### src/rtl/idma_desc64_writer.sv
// idma_desc64_writer: encodes iDMA backend requests into 256-bit descriptors and
// writes them as four 64-bit beats into a ring of 32-byte descriptor slots.
// Optional request checking is enabled with IDMA_DESC64_WRITER_CHECK_EN.

package idma_desc64_writer_pkg;

  typedef struct packed {
    logic [1:0] burst;
    logic [3:0] cache;
    logic       lock;
    logic [2:0] prot;
    logic [3:0] qos;
    logic [3:0] region;
  } axi_opt_t;

  typedef struct packed {
    logic       decouple_aw;
    logic       decouple_rw;
    logic [2:0] src_max_llen;
    logic [2:0] dst_max_llen;
    logic       src_reduce_len;
    logic       dst_reduce_len;
  } be_opt_t;

  typedef struct packed {
    logic [2:0] src_protocol;
    logic [2:0] dst_protocol;
    logic [7:0] axi_id;
    axi_opt_t   src;
    axi_opt_t   dst;
    be_opt_t    beo;
    logic       last;
  } options_t;

  typedef struct packed {
    logic [63:0] length;
    logic [63:0] src_addr;
    logic [63:0] dst_addr;
    options_t    opt;
  } idma_req_t;

endpackage

module idma_desc64_writer #(
  parameter int unsigned AddrWidth  = 64,
  parameter int unsigned NumSlots   = 4,
  parameter type         idma_req_t = idma_desc64_writer_pkg::idma_req_t,
  parameter type         addr_t     = logic [AddrWidth-1:0]
) (
  input  logic                       clk_i,
  input  logic                       rst_i,
  input  addr_t                      ring_base_i,
  input  logic                       req_valid_i,
  output logic                       req_ready_o,
  input  idma_req_t                  req_i,
  input  logic                       irq_i,
  input  logic                       last_i,
  output logic                       mem_req_o,
  input  logic                       mem_gnt_i,
  output addr_t                      mem_addr_o,
  output logic [63:0]                mem_wdata_o,
  output logic [7:0]                 mem_strb_o,
  output logic                       desc_done_o,
  output addr_t                      desc_addr_o,
  input  logic                       release_i,
  output logic [$clog2(NumSlots):0]  used_o,
  output logic                       err_o
);

  localparam int unsigned IdxW = $clog2(NumSlots);
  localparam int unsigned CntW = IdxW + 1;
  localparam logic [CntW-1:0] FullCnt = CntW'(NumSlots);

  typedef enum logic [1:0] {
    IDLE,
    WRITE,
    DONE
  } state_e;

  state_e            state_q, state_d;
  logic [1:0]        beat_q, beat_d;
  logic [IdxW-1:0]   idx_q, idx_d;
  logic [CntW-1:0]   used_q, used_d;
  addr_t             ring_base_q, ring_base_d;
  logic [31:0]       length_q, length_d;
  logic [31:0]       flags_q, flags_d;
  logic [63:0]       src_q, src_d;
  logic [63:0]       dst_q, dst_d;
  logic              last_q, last_d;
  logic              err_q, err_d;

  logic              accept;
  logic              bad;
  logic              inc;
  logic              dec;
  logic [31:0]       flags_in;
  logic [IdxW-1:0]   idx_nxt;
  addr_t             slot_base;
  addr_t             slot_next;
  logic              unused_req;

  // Only part of the request is encoded; the remaining option bits are dropped.
  assign unused_req = ^req_i;

  assign mem_strb_o = 8'hFF;
  assign used_o     = used_q;

  // DONE also accepts so a new descriptor can start every five cycles; a release
  // in the same cycle already frees the slot for that accept.
  assign req_ready_o = ((state_q == IDLE) || (state_q == DONE)) &&
                       ((used_q < FullCnt) || release_i);
  assign accept      = req_valid_i && req_ready_o;

`ifdef IDMA_DESC64_WRITER_CHECK_EN
  assign bad = (req_i.opt.beo.src_reduce_len != req_i.opt.beo.dst_reduce_len) ||
               (|req_i.opt.beo.src_max_llen) || (|req_i.opt.beo.dst_max_llen);
  assign err_o = err_q;
`else
  assign bad   = 1'b0;
  assign err_o = 1'b0;
`endif

  assign inc = accept && !bad;
  assign dec = release_i && (used_q != '0);

  // Pack the incoming request options into the descriptor flags word.
  always_comb begin
    flags_in        = '0;
    flags_in[0]     = irq_i;
    flags_in[2:1]   = req_i.opt.src.burst;
    flags_in[4:3]   = req_i.opt.dst.burst;
    flags_in[5]     = req_i.opt.beo.decouple_rw;
    flags_in[6]     = req_i.opt.beo.decouple_aw;
    flags_in[7]     = req_i.opt.beo.src_reduce_len;
    flags_in[11:8]  = req_i.opt.src.cache;
    flags_in[15:12] = req_i.opt.dst.cache;
    flags_in[23:16] = req_i.opt.axi_id;
    flags_in[26:24] = req_i.opt.src_protocol;
    flags_in[29:27] = req_i.opt.dst_protocol;
  end

  // Next-state logic: beat sequencing, ring index, slot occupancy and request capture.
  always_comb begin
    state_d     = state_q;
    beat_d      = beat_q;
    idx_d       = idx_q;
    used_d      = used_q;
    ring_base_d = ring_base_q;
    length_d    = length_q;
    flags_d     = flags_q;
    src_d       = src_q;
    dst_d       = dst_q;
    last_d      = last_q;
    err_d       = 1'b0;

    case (state_q)
      IDLE: ;
      WRITE: begin
        if (mem_gnt_i) begin
          if (beat_q == 2'd3) begin
            state_d = DONE;
            beat_d  = '0;
          end else begin
            beat_d = beat_q + 2'd1;
          end
        end
      end
      DONE: begin
        idx_d   = idx_q + IdxW'(1);
        state_d = IDLE;
      end
      default: state_d = IDLE;
    endcase

    // A rejected request is consumed without touching slot state.
    if (accept) begin
      if (bad) begin
        err_d = 1'b1;
      end else begin
        state_d     = WRITE;
        beat_d      = '0;
        ring_base_d = ring_base_i;
        length_d    = req_i.length[31:0];
        flags_d     = flags_in;
        src_d       = req_i.src_addr;
        dst_d       = req_i.dst_addr;
        last_d      = last_i;
      end
    end

    case ({inc, dec})
      2'b10:   used_d = used_q + CntW'(1);
      2'b01:   used_d = used_q - CntW'(1);
      default: used_d = used_q;
    endcase
  end

  // Slot addressing for the descriptor currently held in the registers.
  always_comb begin
    idx_nxt   = idx_q + IdxW'(1);
    slot_base = ring_base_q + (AddrWidth'(idx_q) << 5);
    slot_next = ring_base_q + (AddrWidth'(idx_nxt) << 5);
  end

  // Memory beat and completion outputs, driven to zero outside their states.
  always_comb begin
    mem_req_o   = 1'b0;
    mem_addr_o  = '0;
    mem_wdata_o = '0;
    desc_done_o = 1'b0;
    desc_addr_o = '0;
    case (state_q)
      WRITE: begin
        mem_req_o  = 1'b1;
        mem_addr_o = slot_base + (AddrWidth'(beat_q) << 3);
        case (beat_q)
          2'd0:    mem_wdata_o = last_q ? '1 : 64'(slot_next);
          2'd1:    mem_wdata_o = {flags_q, length_q};
          2'd2:    mem_wdata_o = src_q;
          default: mem_wdata_o = dst_q;
        endcase
      end
      DONE: begin
        desc_done_o = 1'b1;
        desc_addr_o = slot_base;
      end
      default: ;
    endcase
  end

  // State and datapath registers.
  always_ff @(posedge clk_i or posedge rst_i) begin
    if (rst_i) begin
      state_q     <= IDLE;
      beat_q      <= '0;
      idx_q       <= '0;
      used_q      <= '0;
      ring_base_q <= '0;
      length_q    <= '0;
      flags_q     <= '0;
      src_q       <= '0;
      dst_q       <= '0;
      last_q      <= 1'b0;
      err_q       <= 1'b0;
    end else begin
      state_q     <= state_d;
      beat_q      <= beat_d;
      idx_q       <= idx_d;
      used_q      <= used_d;
      ring_base_q <= ring_base_d;
      length_q    <= length_d;
      flags_q     <= flags_d;
      src_q       <= src_d;
      dst_q       <= dst_d;
      last_q      <= last_d;
      err_q       <= err_d;
    end
  end

endmodule
### config.mk
export PLATFORM = sky130hd
export DESIGN_NAME = idma_desc64_writer
export DESIGN_NICKNAME = d
export VERILOG_FILES = /design/src/rtl/idma_desc64_writer.sv
export SDC_FILE = /design/constraint.sdc
export NUM_CORES = 1
export LEC_CHECK = 0
export ABC_CLOCK_PERIOD_IN_PS = 8150
export BUFFER_PORTS_ARGS = -buffer_cell sky130_fd_sc_hd__buf_2
export CAP_MARGIN = 20
export CELL_PAD_IN_SITES_DETAIL_PLACEMENT = 1
export CELL_PAD_IN_SITES_GLOBAL_PLACEMENT = 2
export CORE_MARGIN = 3
export CORE_UTILIZATION = 26
export DETAILED_ROUTE_END_ITERATION = 7
export PLACE_DENSITY_LB_ADDON = 0.08
export SYNTH_ARGS = -nofsm -noshare
export SYNTH_HDL_FRONTEND = slang
export SYNTH_SLANG_ARGS = --single-unit
### constraint.sdc
create_clock -name clk_i -period 8.15 [get_ports clk_i]
set_clock_uncertainty 0.2 [all_clocks]
set_input_delay 0.815 -clock clk_i [delete_from_list [all_inputs] [get_ports clk_i]]
set_output_delay 0.815 -clock clk_i [all_outputs]
set_load 0.1 [all_outputs]
== Word level (Yosys, flattened, before mapping) ==
Index checks and enable logic that the tools add are counted.

* Register bits after elaboration: 264
* Output and inout port bits: 207
* Logic and storage cells: 57
* Input port bits: 324

* Add/subtract/negate cells: 7
* Reductions and logical operators: 13
* Muxes and demuxes: 16
* Equal/unequal tests: 10
* Magnitude comparators: 1

{| class="wikitable"
|+ Operators by type and width
! kind !! number
|-
| 64-bit 2-to-1 mux || 4
|-
| 64-bit one-hot mux with 3 select lines || 1
|-
| 64-bit by 7-bit adder with 64-bit output || 2
|-
| 64-bit by 5-bit adder with 64-bit output || 1
|-
| 2-bit 2-to-1 mux || 7
|-
| 2-bit == test, second input constant || 4
|-
| 2-bit by 1-bit == test with 1-bit output, second input constant || 3
|-
| 3-bit != test, second input constant || 2
|-
| 3-bit one-hot mux with 2 select lines || 1
|-
| 2-bit nonzero test || 3
|-
| 2-bit by 1-bit adder with 2-bit output, second input constant || 2
|-
| 2-bit zero test || 2
|-
| 2-bit one-hot mux with 2 select lines || 1
|-
| 3-bit by 1-bit adder with 3-bit output, second input constant || 1
|-
| 1-bit logical AND || 3
|-
| 3-bit < comparator, second input constant || 1
|-
| 3-bit AND reduction || 1
|-
| 3-bit nonzero test || 1
|-
| 3-bit by 1-bit subtractor with 3-bit output, second input constant || 1
|-
| 1-bit logical OR || 2
|-
| 1-bit 2-to-1 mux || 2
|-
| 2-bit != test, second input constant || 1
|-
| 2-bit AND reduction || 1
|}

== Logic depth before layout (Yosys ltp) ==
* Depth after elaboration: 6
* Depth in mapped cells: 14
* Mapped depth without buffers: 11

== Worst setup path before layout ==
No wires, ideal clock.

* Path kind: flip-flop to output port
* From: reg idx_q[0]
* To: out mem_addr_o[50] (netlist bit)
* Required time: 7135 ps
* Arrival: 6646 ps
* Stages on the path, launching flop included: 13
* Buffers on the path: 3
* Slack: 489 ps
* Cells stage by stage: dfrtp_1 -> ha_1 -> fa_1 -> xnor2_1 -> nor4b_2 -> o21ai_1 -> or4_4 -> or4_4 -> buf_6 -> or3_4 -> buf_6 -> buf_6 -> o41ai_1

{| class="wikitable"
|+ RTL lines
! item !! RTL line !! RTL
|-
| start: declaration || 82 || <nowiki>logic [IdxW-1:0] idx_q, idx_d;</nowiki>
|-
| start signal: assignment || 248 || <nowiki>idx_q <= idx_d;</nowiki>
|-
| end: declaration || 60 || <nowiki>output addr_t mem_addr_o,</nowiki>
|}

== Worst setup path after layout ==
* From: reg idx_q[1]
* To: out mem_wdata_o[55]

* Cells in the longest elaborated chain, start to end: 5

{| class="wikitable"
|+ Ends and longest elaborated chain
! item !! RTL line !! RTL
|-
| 2-bit by 1-bit adder with 2-bit output || 200 || <nowiki>idx_nxt = idx_q + IdxW'(1);</nowiki>
|-
| named net idx_nxt[1] || 97 || <nowiki>logic [IdxW-1:0] idx_nxt;</nowiki>
|-
| 64-bit by 7-bit adder with 64-bit output || 202 || <nowiki>slot_next = ring_base_q + (AddrWidth'(idx_nxt) << 5);</nowiki>
|-
| 64-bit 2-to-1 mux || 217 || <nowiki>2'd0: mem_wdata_o = last_q ? '1 : 64'(slot_next);</nowiki>
|-
| 64-bit one-hot mux with 3 select lines || 216 || <nowiki>case (beat_q)</nowiki>
|-
| 64-bit 2-to-1 mux || 212 || <nowiki>case (state_q)</nowiki>
|-
| end: declaration || 61 || <nowiki>output logic [63:0] mem_wdata_o,</nowiki>
|}

The timed path passes the listed nets, and every way through them passes these cells.

==> flow_summary.ini <==
[setup_path]
cp_common_cell = xor2_1
worstPathMaxFanout = 8
cp-end-kind = primary output
startpoint_type = flop
crit_slowest_cell = nor4_1
critPathKind = flop to primary output
crit_arrival_ns = 5.45
cp_top_family = simple AND/OR/NAND/NOR gates
path_buf_inv = 1
max_stage_delay_ns = 0.79
crit_chain = xor2_1 -> fa_1 -> nand3_1 -> nor4_1 -> nand4bb_1 -> or3_1 -> nor2_1 -> xor2_1 -> o21ai_0 -> a221oi_1 -> buf_2
ff2ff_path_depth = 9
cp.required_ns = 7.13
cp_num_cells = 11

[synthesis]
synth_top_cell_by_area = dfrtp_1
synthArstFlopShare = 1.00
postSynthCellCount = 2177
synthFlopType = dfrtp_1
synth_top_area_frac = 0.396
syn_avg_cell_area_sq_um = 7.67
synth-edff-count = 0
yosysWarnings = 0
synth_common_cells = nand2_1, dfrtp_1, clkbuf_1
ys_types = 64
ys_seq_area_frac = 0.396
synthesis.area_sq_um = 16700
synth_seq_cells = 264
synth_most_common_cell = nand2_1
synth.area.top_cells = dfrtp_1, nand2_1, a221oi_1

[run]
drv_cap = 0

[finish]
final_area_sq_um = 20600
layout-drive-gt1-share = 0.227
syn2layout_area_growth_pct = 23.2
final_nets = 2843
nFillCells = 7790

[drt]
wirelength_um = 79000
wl_per_cell_um = 23.3
drc = 0
drt_iter0_markers = 1007
drtAntennaViolNets = 0
dr_total_vias = 17124
via_per_inst = 5.05
firstDrtPassIters = 5

[floorplanning]
die_x_um = 259
initial_core_util = 0.264
io_pins = 531
core_area_sq_um = 63300
dieArea_sq_um = 67300
rows = 92
die_h_um = 259

[clock_tree]
cts_hold_buffers = 0
tritoncts = built
ctsResizeCount = 0
clk_pin_slew_ns = 0.06
cts_root_buffer = clkbuf_16
cts.path.max_buffers = 3
cts-buffers-inserted = 34
cts_setup_buffers = 0
cts.sinks = 264
insertion_delay_ns = 0.55
cts_max_level = 2

[timing]
tightest_slew_ns = 0.968
finalMaxSlewViolations = 0
rsz0062_at_grt = false
clock.fmax_ghz = 0.155
finalCriticalPeriod_ns = 6.46
hold_viol = 0
finalCritPeriodShare = 0.793
setup_viol = 0
tns_ns = 0
relSlewSlack = 0.349

[worst_hold_path]
hp-class = input pin to asynchronous set/reset pin

[placement]
postPlaceCellArea_sq_um = 19400
globalplace.congestion = 0.845
portBuffers = 457
dp_hpwl_um = 58800

[global_route]
antenna_found_initial = 33
grt_max_degree = 226
grt_use_total = 0.227
grt_pass1_vias = 17574
grt_pass1_wl_um = 115000
overflow = 0

[outcome]
outcome = completed
-- path summary, 6_finish.rpt --
kind                                         from                     endpoint  slack, ns
max in group asynchronous                   rst_i        src_q[51]$_DFFE_PP0P_       6.00
min reg2reg                 src_q[13]$_DFFE_PP0P_        src_q[13]$_DFFE_PP0P_       0.27
max                          idx_q[1]$_DFFE_PP0P_              mem_wdata_o[55]       1.69
min in group clk_i                ring_base_i[61]  ring_base_q[61]$_DFFE_PP0P_       0.26
min                                         rst_i        src_q[10]$_DFFE_PP0P_       0.19
max reg2reg                state_q[0]$_DFFE_PP0P_        used_o[2]$_DFFE_PP0P_       5.40
-- metal layers --
layer  vias up  routed length (um)  share of wire  GRT usage
met5         -                 171         0.0022          0
met4        24                2010          0.026     0.0670
met3       123                4260          0.054     0.0461
met2       400               36100           0.46      0.357
met1      8523               36400           0.46      0.315
li1       8054                   -              -          -
-- cells in the final DEF (no fill, tap or decap), drive strengths merged, types with 3 or more instances in the layout --
master	netlist	layout
and3	12	12
or2	9	9
xnor2	80	80
buf	35	478
nand2b	17	17
a221oi	126	126
a211oi	3	3
o41ai	4	4
nand4	54	54
clkinv	0	3
a21o	3	3
o31ai	7	7
diode	0	17
fa	4	4
a31o	5	5
nor3b	3	3
inv	86	85
and2	23	23
nor2	132	132
or4	17	17
o21ai	145	145
nand2	690	690
nor4	40	40
xor2	49	49
conb	2	9
clkbuf	159	56
a21oi	24	24
and4	13	13
nor3	55	55
dfrtp	264	264
nand3	33	33
o21a	10	10
ha	11	11
mux2i	14	14
or3b	4	4
or3	24	24
-- stage by stage --
stage          setup WS (ns)   util  hold slack, ns  std cells
3_5_place_dp            2.00  0.307           0.264       3313
2_1_floorplan          0.489      -           0.240       2184
4_1_cts                 1.42  0.324           0.179       3373
3_3_place_gp            2.04  0.307           0.258       3313
6_report                1.69  0.325           0.189       3391
5_1_grt                 1.29  0.325           0.205       3381
-- area by class of cell --
type                    count  area [sq um]  share of cell area
multi-input cells        1640          9000               0.437
flip-flops and latches    264          6610               0.321
repair buffers            478          2460               0.120
well taps                 846          1060              0.0515
clock buffers              56          1020              0.0498
inverters                  86           332              0.0161
clock inverters             4          45.0             0.00219
diodes                     17          42.5             0.00207
-- registers in the layout (all words and copies together) (netlist names) --
signal       cells
dst_q           64
ring_base_q     64
src_q           64
length_q        32
flags_q         30
used_o           3
beat_q           2
idx_q            2
state_q          2
last_q           1
-- worst reg2reg max path, delay by kind of cell (launching register included) --
family	cells	cell delay (ns)
buffers and inverters	2	0.35
AND/OR/NAND/NOR	2	0.53
flip-flops	1	0.46
AO/OA/AOI/OAI	1	0.20
XOR/XNOR	2	0.33
adder cells (fa/ha/maj)	2	0.56
-- cells by family after synthesis --
| group | synth area share |
|---|---|
| flops | 0.396 |
| mux | 0.00839 |
| xor+xnor | 0.0677 |
| compound gates | 0.138 |
| buf+inv | 0.0691 |
| other cells | 0.000450 |
| simple gates | 0.308 |
| fa+ha+maj | 0.0130 |
Power is not shown: default switching activity piles up to over one toggle a cycle in this logic, so the estimate is an artifact.
